==> src/rtl/mem_ctrl.sv <==
// mem_ctrl: byte-serial RAM port arbiter shared by IF and MEM, MEM has priority
module mem_ctrl #(
  parameter int READ_LATENCY = 2
) (
  input  logic        clk,
  input  logic        rst,
  input  logic        if_req_i,
  input  logic [31:0] if_addr_i,
  output logic [31:0] if_data_o,
  output logic        if_done_o,
  input  logic        mem_req_i,
  input  logic        mem_we_i,
  input  logic [1:0]  mem_sel_i,
  input  logic [31:0] mem_addr_i,
  input  logic [31:0] mem_wdata_i,
  output logic [31:0] mem_rdata_o,
  output logic        mem_done_o,
  output logic [31:0] ram_addr_o,
  output logic        ram_we_o,
  output logic [7:0]  ram_wdata_o,
  input  logic [7:0]  ram_rdata_i
);
  localparam logic [2:0] LAT = 3'(READ_LATENCY);
  typedef enum logic [1:0] {IDLE, READ, WRITE, DONE} state_t;
  state_t      state;
  logic        own_mem;
  logic [31:0] addr, wdata, rbuf, rnext;
  logic [2:0]  n, cnt, nxt;
  logic [1:0]  idx;
  assign nxt = cnt + 3'd1;
  assign idx = 2'(cnt - LAT);
  // read buffer with the byte arriving this cycle merged in (byte k lands LAT cycles after its address)
  always_comb begin
    rnext = rbuf;
    if (cnt >= LAT) rnext[8*idx +: 8] = ram_rdata_i;
  end
  // arbitration, byte sequencing and registered outputs
  always_ff @(posedge clk) begin
    if (!rst) begin
      state       <= IDLE;
      own_mem     <= 1'b0;
      addr        <= '0;
      wdata       <= '0;
      rbuf        <= '0;
      n           <= '0;
      cnt         <= '0;
      if_data_o   <= '0;
      if_done_o   <= 1'b0;
      mem_rdata_o <= '0;
      mem_done_o  <= 1'b0;
      ram_addr_o  <= '0;
      ram_we_o    <= 1'b0;
      ram_wdata_o <= '0;
    end else begin
      if_done_o  <= 1'b0;
      mem_done_o <= 1'b0;
      case (state)
        IDLE: begin
          cnt  <= '0;
          rbuf <= '0;
          if (mem_req_i) begin
            own_mem <= 1'b1;
            addr    <= mem_addr_i;
            wdata   <= mem_wdata_i;
            n       <= mem_sel_i == 2'b01 ? 3'd1 : mem_sel_i == 2'b10 ? 3'd2 : 3'd4;
            if (mem_sel_i == 2'b00) begin
              state       <= DONE;
              mem_done_o  <= 1'b1;
              mem_rdata_o <= '0;
            end else if (mem_we_i) begin
              state       <= WRITE;
              ram_we_o    <= 1'b1;
              ram_addr_o  <= mem_addr_i;
              ram_wdata_o <= mem_wdata_i[7:0];
            end else begin
              state      <= READ;
              ram_addr_o <= mem_addr_i;
            end
          end else if (if_req_i) begin
            own_mem    <= 1'b0;
            addr       <= if_addr_i;
            n          <= 3'd4;
            state      <= READ;
            ram_addr_o <= if_addr_i;
          end
        end
        READ: begin
          cnt        <= nxt;
          rbuf       <= rnext;
          ram_addr_o <= nxt < n ? addr + 32'(nxt) : '0;
          if (nxt == n + LAT) begin
            state <= DONE;
            if (own_mem) begin
              mem_done_o  <= 1'b1;
              mem_rdata_o <= rnext;
            end else begin
              if_done_o <= 1'b1;
              if_data_o <= rnext;
            end
          end
        end
        WRITE: begin
          cnt <= nxt;
          if (nxt < n) begin
            ram_addr_o  <= addr + 32'(nxt);
            ram_wdata_o <= wdata[8*nxt[1:0] +: 8];
          end else begin
            state       <= DONE;
            ram_we_o    <= 1'b0;
            ram_addr_o  <= '0;
            ram_wdata_o <= '0;
            mem_done_o  <= 1'b1;
          end
        end
        default: state <= IDLE;
      endcase
    end
  end
endmodule

==> config.mk <==
export PLATFORM = sky130hd
export DESIGN_NAME = mem_ctrl
export DESIGN_NICKNAME = d
export VERILOG_FILES = /design/src/rtl/mem_ctrl.sv
export SDC_FILE = /design/constraint.sdc
export NUM_CORES = 1
export LEC_CHECK = 0
export BUFFER_PORTS_ARGS = -buffer_cell sky130_fd_sc_hd__buf_2
export CAP_MARGIN = 10
export CORE_ASPECT_RATIO = 0.9
export CORE_MARGIN = 4
export CORE_UTILIZATION = 35
export CTS_BUF_LIST = sky130_fd_sc_hd__clkbuf_2 sky130_fd_sc_hd__clkbuf_4 sky130_fd_sc_hd__clkbuf_8
export CTS_CLUSTER_DIAMETER = 30
export DETAILED_ROUTE_END_ITERATION = 16
export SKIP_LAST_GASP = 1
export SLEW_MARGIN = 20
export SYNTH_ARGS = -nofsm -noshare
export SYNTH_HDL_FRONTEND = slang
export SYNTH_SLANG_ARGS = --single-unit
==> constraint.sdc <==
create_clock -name clk -period 2.57 [get_ports clk]
set_input_delay 0.514 -clock clk [delete_from_list [all_inputs] [get_ports clk]]
set_output_delay 0.514 -clock clk [all_outputs]
set_load 0.02 [all_outputs]
Word-level counts from Yosys, hierarchy flattened
Cells that the tools add are included.
{"block": "op_classes", "n_mux": 45, "div": 0, "reduce_logical": 16, "order_cmp": 2, "bitwise": 1, "n_shift": 3, "multipliers": 0, "add_sub_neg": 5, "n_eq_ne": 14}
{"op": "2-to-1 mux 32 bit", "count": 10}
{"op": "case mux 32 bit (2 select lines)", "count": 3}
{"op": "negator 5 -> 34 bit", "count": 1}
{"op": "variable shift 8 x 34 -> 32 bit, first input constant", "count": 1}
{"op": "indexed part select 8 x 34 -> 32 bit", "count": 1}
{"op": "adder 32 x 3 -> 32 bit", "count": 1}
{"op": "bitwise mux 32 bit", "count": 1}
{"op": "2-to-1 mux 8 bit", "count": 4}
{"op": "indexed part select 32 x 6 -> 8 bit", "count": 1}
{"op": "case mux 8 bit (2 select lines)", "count": 1}
{"op": "inequality test 2 bit, second input constant", "count": 7}
{"op": "2-to-1 mux 1 bit", "count": 12}
{"op": "2-to-1 mux 2 bit", "count": 6}
{"op": "2-to-1 mux 3 bit", "count": 4}
{"op": "AND reduction 3 bit", "count": 4}
{"op": "AND reduction 5 bit", "count": 2}
{"op": "nonzero test 2 bit", "count": 4}
{"op": "inequality test 3 bit, second input constant", "count": 2}
{"op": "case mux 2 bit (3 select lines)", "count": 1}
{"op": "case mux 3 bit (2 select lines)", "count": 1}
{"op": "equality test 2 x 1 -> 1 bit, second input constant", "count": 2}
{"op": "equality test 2 bit, second input constant", "count": 2}
{"op": "logical NOT 2 bit", "count": 2}
{"op": "AND reduction 2 bit", "count": 2}
{"op": "other kinds (11)", "count": 11}
{"block": "totals", "latch_bits": 0, "mem_bits_rw": 0, "wordCells": 100, "reg_bits": 212, "rom_bits": 0, "mem_count": 0, "out_inout_bits": 107, "input_bits": 111}

Depth between registers and ports, before layout
Gate-level depths: netlist (run 1).
{"block": "logic_depth", "ltp_word": 8, "mapped_depth": 9, "ltp_nobuf": 8}

Least setup slack after synthesis (run 1)
No wires, ideal clock.
{"block": "synth_timing", "kind": "register to register", "from": "register cnt[0]", "to": "register ram_addr_o[28]", "t_required_ps": 2450, "stages_incl_launch_ff": 9, "n_path_buf": 0, "synth_period_minus_slack_ps": 2618, "setup_time_ps": 120, "setup_slack_ps": -48, "arrival_ps": 2498, "cell_sequence": "dfxtp_1 > ha_1 > xor2_2 > ha_1 > a21o_1 > nand2_1 > or4_1 > and3_1 > o31a_1"}
{"block": "synth_via", "elab_chain_cells": 4, "elab_cells_between_ends": 5, "cone_classes": "add/sub: 2; order compare: 1; mux: 2"}
{"item": "start, declared", "line": "28", "rtl": "logic [2:0] n, cnt, nxt;"}
{"item": "start signal, assigned", "line": "88", "rtl": "cnt <= nxt;"}
{"item": "start signal, assigned", "line": "103", "rtl": "cnt <= nxt;"}
{"item": "adder 3 x 1 -> 3 bit (*)", "line": "30", "rtl": "assign nxt = cnt + 3'd1;"}
{"item": "adder 32 x 3 -> 32 bit / < comparator 3 bit (equally long branches)", "line": "90, 105, 104"}
{"item": "2-to-1 mux 32 bit (*)", "line": "90, 104"}
{"item": "case mux 32 bit (2 select lines) (*)", "line": "57", "rtl": "case (state)"}
{"item": "end signal, assigned", "line": "73", "rtl": "ram_addr_o <= mem_addr_i;"}
{"item": "end signal, assigned", "line": "90", "rtl": "ram_addr_o <= nxt < n ? addr + 32'(nxt) : '0;"}
{"item": "end signal, assigned", "line": "105", "rtl": "ram_addr_o <= addr + 32'(nxt);"}
{"item": "end, declared", "line": "18", "rtl": "output logic [31:0] ram_addr_o,"}
Every way passes the cells marked *; elsewhere a longest branch is shown, timed or not.
A chain may end at the register's enable or synchronous reset.

Final worst setup path (run 1)
Same ends and word-level chain as after synthesis.

==> results.json, run 1 <==
{
  "grt_start_max_net_pins": 65,
  "route.detailed.drc": 0,
  "nets": 1432,
  "cts.clk_slew.worst_paths_ns": 0.05,
  "clock_skew_ns": 0.0239,
  "rows": 57,
  "numPortBuffers": 217,
  "syn_inst": 1082,
  "die_h_um": 165,
  "ys_seq_area_frac": 0.441,
  "grt.overflow.total": 0,
  "setup_viol": 0,
  "insertion_delay_ns": 0.56,
  "ys.flop_type": "dfxtp_1",
  "grt_use_total": 0.187,
  "critical_path_arrival_ns": 2.86,
  "synth_edf_count": 0,
  "path_max_fanout": 7,
  "num_vias": 8906,
  "min_period_ns": 2.43,
  "die_area_mm2": 0.0302,
  "grt_pass1_vias": 8507,
  "ant_nets": 0,
  "dp_slack_ns": 0.0609,
  "drive_gt1_frac": 0.288,
  "clkSinkCount": 212,
  "syn-cell-area_mm2": 0.00962,
  "die_w_um": 183,
  "status": "completed",
  "final_hold_viol_count": 0,
  "gp_congestion": 0.807,
  "synth_nets": 1212,
  "cts_buffers": 50,
  "antenna_found_initial": 3,
  "finalMaxSlewViolations": 0,
  "post-route-period-util": 0.944,
  "drt_wl_total_um": 29700,
  "ys_warn_count": 0,
  "p_per_area_mw_per_mm2": 1080,
  "place_hpwl_um": 20700,
  "cts_hold_buf": 0,
  "area_delta_synth_final_pct": 29.6,
  "worstMarginPinSlew_ns": 0.820,
  "cp.required_ns": 3.01,
  "synthArstFlopShare": 0,
  "start_util": 0.356,
  "synth_top_area_share": 0.441,
  "stdcell_area_mm2": 0.0125,
  "synth_seq_cells": 212,
  "relSlewSlack": 0.451,
  "hold_path.class": "in -> reg",
  "peakVddDrop_v": 0.000434,
  "core_mm2": 0.0270,
  "drtPass1Iterations": 5,
  "timing.final.ws_setup_ns": 0.143,
  "dr.first_iter.drc_count": 639,
  "p_leak_nw": 5.16,
  "holdWs_ns": 0.189,
  "ios": 218,
  "dpl_cell_area_mm2": 0.0112,
  "clock-root-buffer": "clkbuf_8",
  "avgRoutedWirePerCell_um": 17.5,
  "drv_cap": 0,
  "crit_path_start_kind": "flop",
  "tns_ns": 0,
  "tritoncts": "built",
  "end_kind": "flop",
  "synth_most_common_cell": "dfxtp_1",
  "ys_types": 61,
  "num_antenna_cells": 0,
  "htree_levels": 2,
  "syn_area_per_cell_um2": 8.89,
  "synth_area_leader_cell": "dfxtp_1",
  "via_per_inst": 5.25,
  "grt_pass1_wl_um": 45800,
  "yosys-top-cells-area": "dfxtp_1, nor2_1, mux2i_1",
  "critical_path_class": "reg -> reg",
  "max_freq_mhz": 412,
  "synth_common_cells": "dfxtp_1, nor2_1, nand2_1, clkbuf_1, a21oi_1",
  "cts.path.max_buffers": 3,
  "rsz0062_at_grt": "false"
}
==> layout make-up <==
cell class	instances	area, µm²
Clock buffer	64	831
Clock inverter	28	414
Fill cell	2657	14600
Inverter	36	138
Multi-Input combinational cell	749	4950
Sequential cell	212	4250
Tap cell	354	443
Timing Repair Buffer	253	1440
==> cell usage in the layout, fill, tap and decap left out, types with 4 or more instances in the layout <==
master and count:
a211oi_1 49, a211oi_2 10, a21oi_1 63, a22o_1 8, a22oi_1 58, a31oi_1 7
and2_1 10, and4_1 7, buf_12 7, buf_2 217, buf_4 29, bufinv_16 10
clkbuf_4 8, clkbuf_8 56, clkinv_2 9, clkinvlp_4 8, dfxtp_1 211, ha_1 16
inv_1 35, mux2i_1 48, mux4_2 8, nand2_1 110, nand3_1 10, nand4_1 5
nor2_1 128, nor3_1 21, nor4_1 7, o211a_1 11, o21a_1 4, o21ai_0 41
o221a_2 7, o221ai_1 12, o22ai_1 8, o2bb2ai_1 24, or3_1 9, or4_1 6
xnor2_1 17
==> cells by family after synthesis <==
logic type / count (synthesis) / synth area share
and+or+nand+nor: 329 / 0.153
AOI/OAI and AO/OA: 325 / 0.243
DFF: 212 / 0.441
buffers and inverters: 121 / 0.0501
muxes: 57 / 0.0698
xor gates and xnor gates: 19 / 0.0181
adders and majority gates: 19 / 0.0255
==> where the power goes <==
part           total (mW)  switching [mW]  leakage [nW]  internal, mW
Combinational        4.41            2.79          2.80          1.62
Sequential           4.24           0.424          1.73          3.82
Clock                4.81            1.66         0.621          3.14
==> worst max-delay path, cell delays in order (launching register included) <==
cell and delay (ns):
dfxtp_2 0.35, inv_1 0.12, buf_4 0.16, ha_1 0.19, fa_2 0.23, a21o_1 0.14
nand2_1 0.09, or4_1 0.55, and3_1 0.20, o31a_1 0.28
==> final timing paths <==
check | cells after the start | end | startpoint | slack (ns)
min reg2reg | 2 | wdata[12] | wdata[12] | 0.45
min | 3 | wdata[28] | mem_wdata_i[28] | 0.19
max reg2reg | 9 | ram_addr_o[28] | cnt[0] | 0.14
max | 9 | ram_addr_o[28] | cnt[0] | 0.14
==> flip-flops by register name (all words and copies together), names as in the netlist, 2 cells and up <==
signal and cells:
if_data_o 32, ram_addr_o 32, addr 32, n 3, cnt 3, wdata 32, ram_wdata_o 8, state 2
rbuf 32, mem_rdata_o 32
==> through the flow <==
| step | utilization | std cells | total power, mW |
|---|---|---|---|
| 2_1_floorplan | - | 1082 | 7.16 |
| 3_3_place_gp | 0.414 | 1604 | 8.60 |
| 3_5_place_dp | 0.414 | 1604 | 8.66 |
| 4_1_cts | 0.461 | 1696 | 13.5 |
| 5_1_grt | 0.461 | 1696 | 14.2 |
| 6_report | 0.461 | 1696 | 13.5 |
==> layer usage <==
layer,global-route usage,part of all wire
met4,0.0573,0.020
met2,0.295,0.45
met3,0.0449,0.070
met1,0.254,0.46
met5,0,0.0011
==> what timing repair did <==
| item | in CTS | in global routing |
|---|---|---|
| endpoints found under the setup margin | 0 | 23 |
| setup buffers | 0 | 0 |
| resized for setup | 0 | 5 |
No activity file was read; power rests on OpenSTA's default activity.
==> run 2: changes to the inputs <==
--- a/config.mk
+++ b/config.mk
@@ -7,7 +7,7 @@
 export LEC_CHECK = 0
 export BUFFER_PORTS_ARGS = -buffer_cell sky130_fd_sc_hd__buf_2
 export CAP_MARGIN = 10
-export CORE_ASPECT_RATIO = 0.9
+export CORE_ASPECT_RATIO = 1.5
 export CORE_MARGIN = 4
 export CORE_UTILIZATION = 35
 export CTS_BUF_LIST = sky130_fd_sc_hd__clkbuf_2 sky130_fd_sc_hd__clkbuf_4 sky130_fd_sc_hd__clkbuf_8
==> run 2 against run 1 <==
Against the previous run:
- sequential power about the same
- largest power group is now combinational cells
- cell area down 1.3%
- count of clock-buffer cells in the layout fell by 8
- combinational power hardly changed
- critical path depth stayed put
==> results.json, run 2 (synthesis results as in run 1) <==
{
  "status": "completed",
  "drive_gt1_frac": 0.283,
  "ant_nets": 0,
  "cp.required_ns": 3.02,
  "cts.clk_slew.worst_paths_ns": 0.06,
  "drv_cap": 0,
  "num_vias": 8940,
  "layout_common_cells": "buf_2, dfxtp_1, nor2_1",
  "grt_pass1_vias": 8741,
  "end_kind": "flop",
  "busiest_layer": "met2",
  "crit_slowest_cell": "or4_1",
  "die_w_um": 143,
  "met1_usage": 0.225,
  "dr.first_iter.drc_count": 530,
  "final_hold_viol_count": 0,
  "placed_cells": 1596,
  "start_util": 0.355,
  "drtPass1Iterations": 5,
  "route.detailed.drc": 0,
  "critical_path_class": "reg -> reg",
  "cts.path.max_buffers": 3,
  "avgRoutedWirePerCell_um": 17.8,
  "peakVddDrop_v": 0.000622,
  "core_mm2": 0.0271,
  "path_max_fanout": 4,
  "drt_wl_total_um": 29800,
  "area_delta_synth_final_pct": 27.9,
  "clkSinkCount": 212,
  "fillCellCount": 2709,
  "power.total_mw": 12.9,
  "cts_hold_buf": 0,
  "clock-root-buffer": "clkbuf_8",
  "grt_use_total": 0.191,
  "place_hpwl_um": 21300,
  "critPathMaxStageDelay_ns": 0.55,
  "use_met2": 0.342,
  "insertion_delay_ns": 0.57,
  "grt_pass1_wl_um": 46700,
  "layout_commonest_cell": "buf_2",
  "gp_congestion": 0.828,
  "post-route-period-util": 0.936,
  "cts_buffers": 43,
  "grt_start_max_net_pins": 65,
  "max_freq_mhz": 416,
  "min_period_ns": 2.41,
  "critical_path_arrival_ns": 2.86,
  "crit_path_start_kind": "flop",
  "clock_skew_ns": 0.0364,
  "path_cells": "inv_1 > buf_4 > ha_1 > fa_1 > a21o_1 > nand2_1 > or4_1 > and3_1 > o31a_1",
  "crit_family": "simple AND/OR/NAND/NOR gates",
  "ios": 218,
  "relSlewSlack": 0.471,
  "post-route-util": 0.453,
  "p_leak_nw": 5.09,
  "numPortBuffers": 217,
  "p_per_area_mw_per_mm2": 1050,
  "die_h_um": 211,
  "grt.overflow.total": 0,
  "rsz0062_at_grt": "false",
  "dp_slack_ns": 0.00818,
  "timing.final.ws_setup_ns": 0.164,
  "tns_ns": 0,
  "grt_use_met3": 0.0358,
  "htree_levels": 2,
  "nets": 1430,
  "crit_buf_inv": 2,
  "die_area_mm2": 0.0303,
  "antenna_found_initial": 0,
  "via_per_inst": 5.33,
  "hold_path.class": "in -> reg",
  "rows": 74,
  "setup_viol": 0,
  "tritoncts": "built",
  "worstMarginPinSlew_ns": 0.790,
  "final_cell_count_no_fill": 1677,
  "finalMaxSlewViolations": 0
}
==> run 2: cell count changes in the layout (fill, tap and decap cells not counted), sizes merged <==
cell	previous run	this run
clkinvlp	8	5
inv	36	37
bufinv	10	7
buf	253	258
clkbuf	64	56
diode	0	1
==> run 2: worst register-to-register path, cell delays in order, from the launching register on <==
cell and delay, ns:
dfxtp_2 0.33, inv_1 0.11, buf_4 0.16, ha_1 0.19, fa_1 0.22, a21o_1 0.18, nand2_1 0.09, or4_1 0.55
and3_1 0.20, o31a_1 0.28
==> run 2: power breakdown <==
part	leakage (nW)	total, mW	internal [mW]	switching, mW
Sequential	1.73	4.25	3.82	0.430
Combinational	2.83	4.44	1.65	2.78
Clock	0.533	4.20	2.61	1.59
Total	5.09	12.9	8.08	4.80
==> run 2: per-layer routing <==
metal / vias to the layer above / wire length [µm]
met3: 51 / 1730
met4: 0 / 825
li1: 4381 / -
met1: 4247 / 11800
met5: - / 0
met2: 261 / 15500
==> run 2: area by class of cell <==
class | count | area (µm²) | share of cell area
Tap cell | 342 | 428 | 0.0348
Antenna cell | 1 | 2.50 | 0.000203
Clock inverter | 23 | 324 | 0.0263
Clock buffer | 56 | 733 | 0.0596
Multi-Input combinational cell | 749 | 4950 | 0.402
Sequential cell | 212 | 4250 | 0.345
Inverter | 36 | 138 | 0.0112
Timing Repair Buffer | 258 | 1480 | 0.120
==> run 2: final timing paths <==
kind                                 startpoint        endpoint  slack [ns]  depth (start not counted)
worst max register to register           cnt[0]  ram_addr_o[28]        0.16                          9
worst min-delay path            mem_wdata_i[29]       wdata[29]        0.22                          3
worst min register to register        wdata[23]       wdata[23]        0.45                          2
worst max-delay path                     cnt[0]  ram_addr_o[28]        0.16                          9
==> run 2: repair_timing <==
action / 4_1_cts / 5_1_grt
endpoints found under the setup margin: 1 / 43
pin swaps: 1 / 0
setup buffers: 1 / 0
gates resized for setup: 0 / 4
==> run 2: per-stage QoR <==
step	hold WS [ns]	area, µm²
detailed placement	0.443	11200
floorplan	0.433	9630
finish	0.218	12300
CTS	0.166	12300
global placement	0.440	11200
global route	0.201	12300
==> run 3: changes to the inputs <==
--- a/config.mk
+++ b/config.mk
@@ -8,13 +8,13 @@
 export BUFFER_PORTS_ARGS = -buffer_cell sky130_fd_sc_hd__buf_2
 export CAP_MARGIN = 10
 export CORE_ASPECT_RATIO = 1.5
-export CORE_MARGIN = 4
+export CORE_MARGIN = 2
 export CORE_UTILIZATION = 35
 export CTS_BUF_LIST = sky130_fd_sc_hd__clkbuf_2 sky130_fd_sc_hd__clkbuf_4 sky130_fd_sc_hd__clkbuf_8
 export CTS_CLUSTER_DIAMETER = 30
 export DETAILED_ROUTE_END_ITERATION = 16
 export SKIP_LAST_GASP = 1
-export SLEW_MARGIN = 20
+export SLEW_MARGIN = 10
 export SYNTH_ARGS = -nofsm -noshare
 export SYNTH_HDL_FRONTEND = slang
 export SYNTH_SLANG_ARGS = --single-unit
==> constraint.sdc (replaced) <==
create_clock -name clk -period 2.57 [get_ports clk]
set_input_delay 0.257 -clock clk [delete_from_list [all_inputs] [get_ports clk]]
set_output_delay 0.257 -clock clk [all_outputs]
set_load 0.02 [all_outputs]
==> run 3 against run 2 <==
Against the previous run:
- critical endpoint unchanged
- global-route usage up 0.53 points
- maximum frequency fell by 1.8%
- flip-flop and latch count is the same
- clock power shrank 14%
- combinational power about the same
- largest cell class unchanged
- sequential power about the same
- sequential share of layout area shrank 0.42 points
- register-to-register slack got worse by 0.04 ns
- total power is 4.6% lower
- core utilization up 0.55 points
- critical path depth is 1 lower
- final cell count is 1.6% higher
==> results.json, run 3 (synthesis results as in run 1) <==
{
  "tns_ns": 0,
  "min_period_ns": 2.45,
  "place_hpwl_um": 20400,
  "stdcell_area_mm2": 0.0125,
  "grt_start_max_net_pins": 65,
  "worstMarginPinSlew_ns": 0.796,
  "grt_use_total": 0.196,
  "critical_path_arrival_ns": 2.90,
  "dr_wl_met2_um": 14500,
  "area_delta_synth_final_pct": 29.4,
  "numPortBuffers": 217,
  "finalMaxSlewViolations": 0,
  "p_switching_mw": 4.69,
  "core_mm2": 0.0271,
  "drive_gt1_frac": 0.274,
  "layout_commonest_cell": "buf_2",
  "clock-root-buffer": "clkbuf_8",
  "die_h_um": 207,
  "via_per_inst": 5.29,
  "end_kind": "flop",
  "holdWs_ns": 0.0892,
  "clkSinkCount": 212,
  "rows": 74,
  "final_cell_count_no_fill": 1704,
  "cts.clk_slew.worst_paths_ns": 0.06,
  "ant_nets": 0,
  "grt_pass1_vias": 8791,
  "insertion_delay_ns": 0.56,
  "dr.max_layer_used": "met5",
  "max_freq_mhz": 408,
  "dr.first_iter.drc_count": 527,
  "swShare": 0.382,
  "avgRoutedWirePerCell_um": 17.2,
  "layout_common_cells": "buf_2, dfxtp_1, nor2_1",
  "tritoncts": "built",
  "antenna_found_initial": 2,
  "placed_cells": 1595,
  "grt_pass1_wl_um": 46400,
  "num_vias": 9021,
  "dpl_cell_area_mm2": 0.0112,
  "p_int_mw": 7.60,
  "p_seq_frac": 0.345,
  "gp_congestion": 0.832,
  "cts.path.max_buffers": 3,
  "grt.overflow.total": 0,
  "cts_buffers": 40,
  "start_util": 0.355,
  "post-route-util": 0.459,
  "p_per_area_mw_per_mm2": 987,
  "peakVddDrop_v": 0.000469,
  "hold_path.class": "in -> reg",
  "power.total_mw": 12.3,
  "drtPass1Iterations": 5,
  "met3_length_um": 1570,
  "crit_path_start_kind": "flop",
  "drt_wl_total_um": 29300,
  "drv_cap": 0,
  "die_area_mm2": 0.0289,
  "clock_skew_ns": 0.0307,
  "post-route-period-util": 0.953,
  "relSlewSlack": 0.467,
  "htree_levels": 2,
  "dp_slack_ns": 0.0303,
  "ios": 218,
  "status": "completed",
  "p_leak_nw": 5.17,
  "route.detailed.drc": 0,
  "fillCellCount": 2665,
  "comb_power_share": 0.361,
  "cp.required_ns": 3.02,
  "setup_viol": 0,
  "path_max_fanout": 5,
  "wirelength_met1_um": 11800,
  "final_hold_viol_count": 0,
  "pwr-share-clk": 0.294,
  "critical_path_class": "reg -> reg",
  "die_w_um": 139,
  "nets": 1461,
  "timing.final.ws_setup_ns": 0.120
}
==> run 3: changes by cell type in the layout (fill, tap and decap cells not counted), moves of 3 or more <==
| cell | delta |
|---|---|
| clkbuf_4 | +3 |
| dlygate4sd3_1 | +32 |
| buf_4 | +3 |
| clkinvlp_4 | -4 |
| bufinv_16 | -4 |
| clkbuf_8 | -4 |
==> run 3: timing repair <==
action / in CTS / in global routing
resized for setup: 0 / 4
setup endpoints to repair: 0 / 13
endpoints found under the hold margin: 32 / 0
setup buffers: 0 / 4
hold buffers: 32 / 0
==> run 3: critical path: stages (launching register included) <==
cell     delay (ns)
dfxtp_1        0.35
inv_1          0.08
ha_2           0.39
fa_1           0.23
a21o_1         0.17
nand2_1        0.09
or4_1          0.55
and3_1         0.20
o31a_1         0.28
==> run 3: path summary, 6_finish.rpt <==
path | start | end | slack, ns | depth (start not counted)
setup / recovery | cnt[1] | ram_addr_o[28] | 0.12 | 8
hold / removal | if_req_i | own_mem | 0.09 | 4
setup reg to reg | cnt[1] | ram_addr_o[28] | 0.12 | 8
hold reg to reg | wdata[21] | wdata[21] | 0.45 | 2
==> run 3: layout make-up <==
type	count	area, µm²	area share
timing repair buffer	292	1800	0.145
multi-input combinational	749	4950	0.397
inverter	36	138	0.0111
tap	342	428	0.0344
clock buffer	55	701	0.0563
clock inverter	17	186	0.0150
antenna	1	2.50	0.000201
sequential	212	4250	0.341
==> run 3: power groups by stage <==
| stage | clock network (mW) | registers [mW] | logic (mW) |
|---|---|---|---|
| after CTS | 3.71 | 4.24 | 4.44 |
| after floorplan | 0 | 4.48 | 2.68 |
| after global placement | 0 | 4.29 | 4.35 |
| after global routing | 3.86 | 4.30 | 4.90 |
| final | 3.61 | 4.24 | 4.44 |
| after detailed placement | 0 | 4.30 | 4.38 |
==> run 3: metal layers <==
layer | track usage | vias up
met5 | 0 | -
met4 | 0.103 | 2
met3 | 0.0398 | 80
met2 | 0.343 | 306
met1 | 0.224 | 4190
li1 | - | 4443
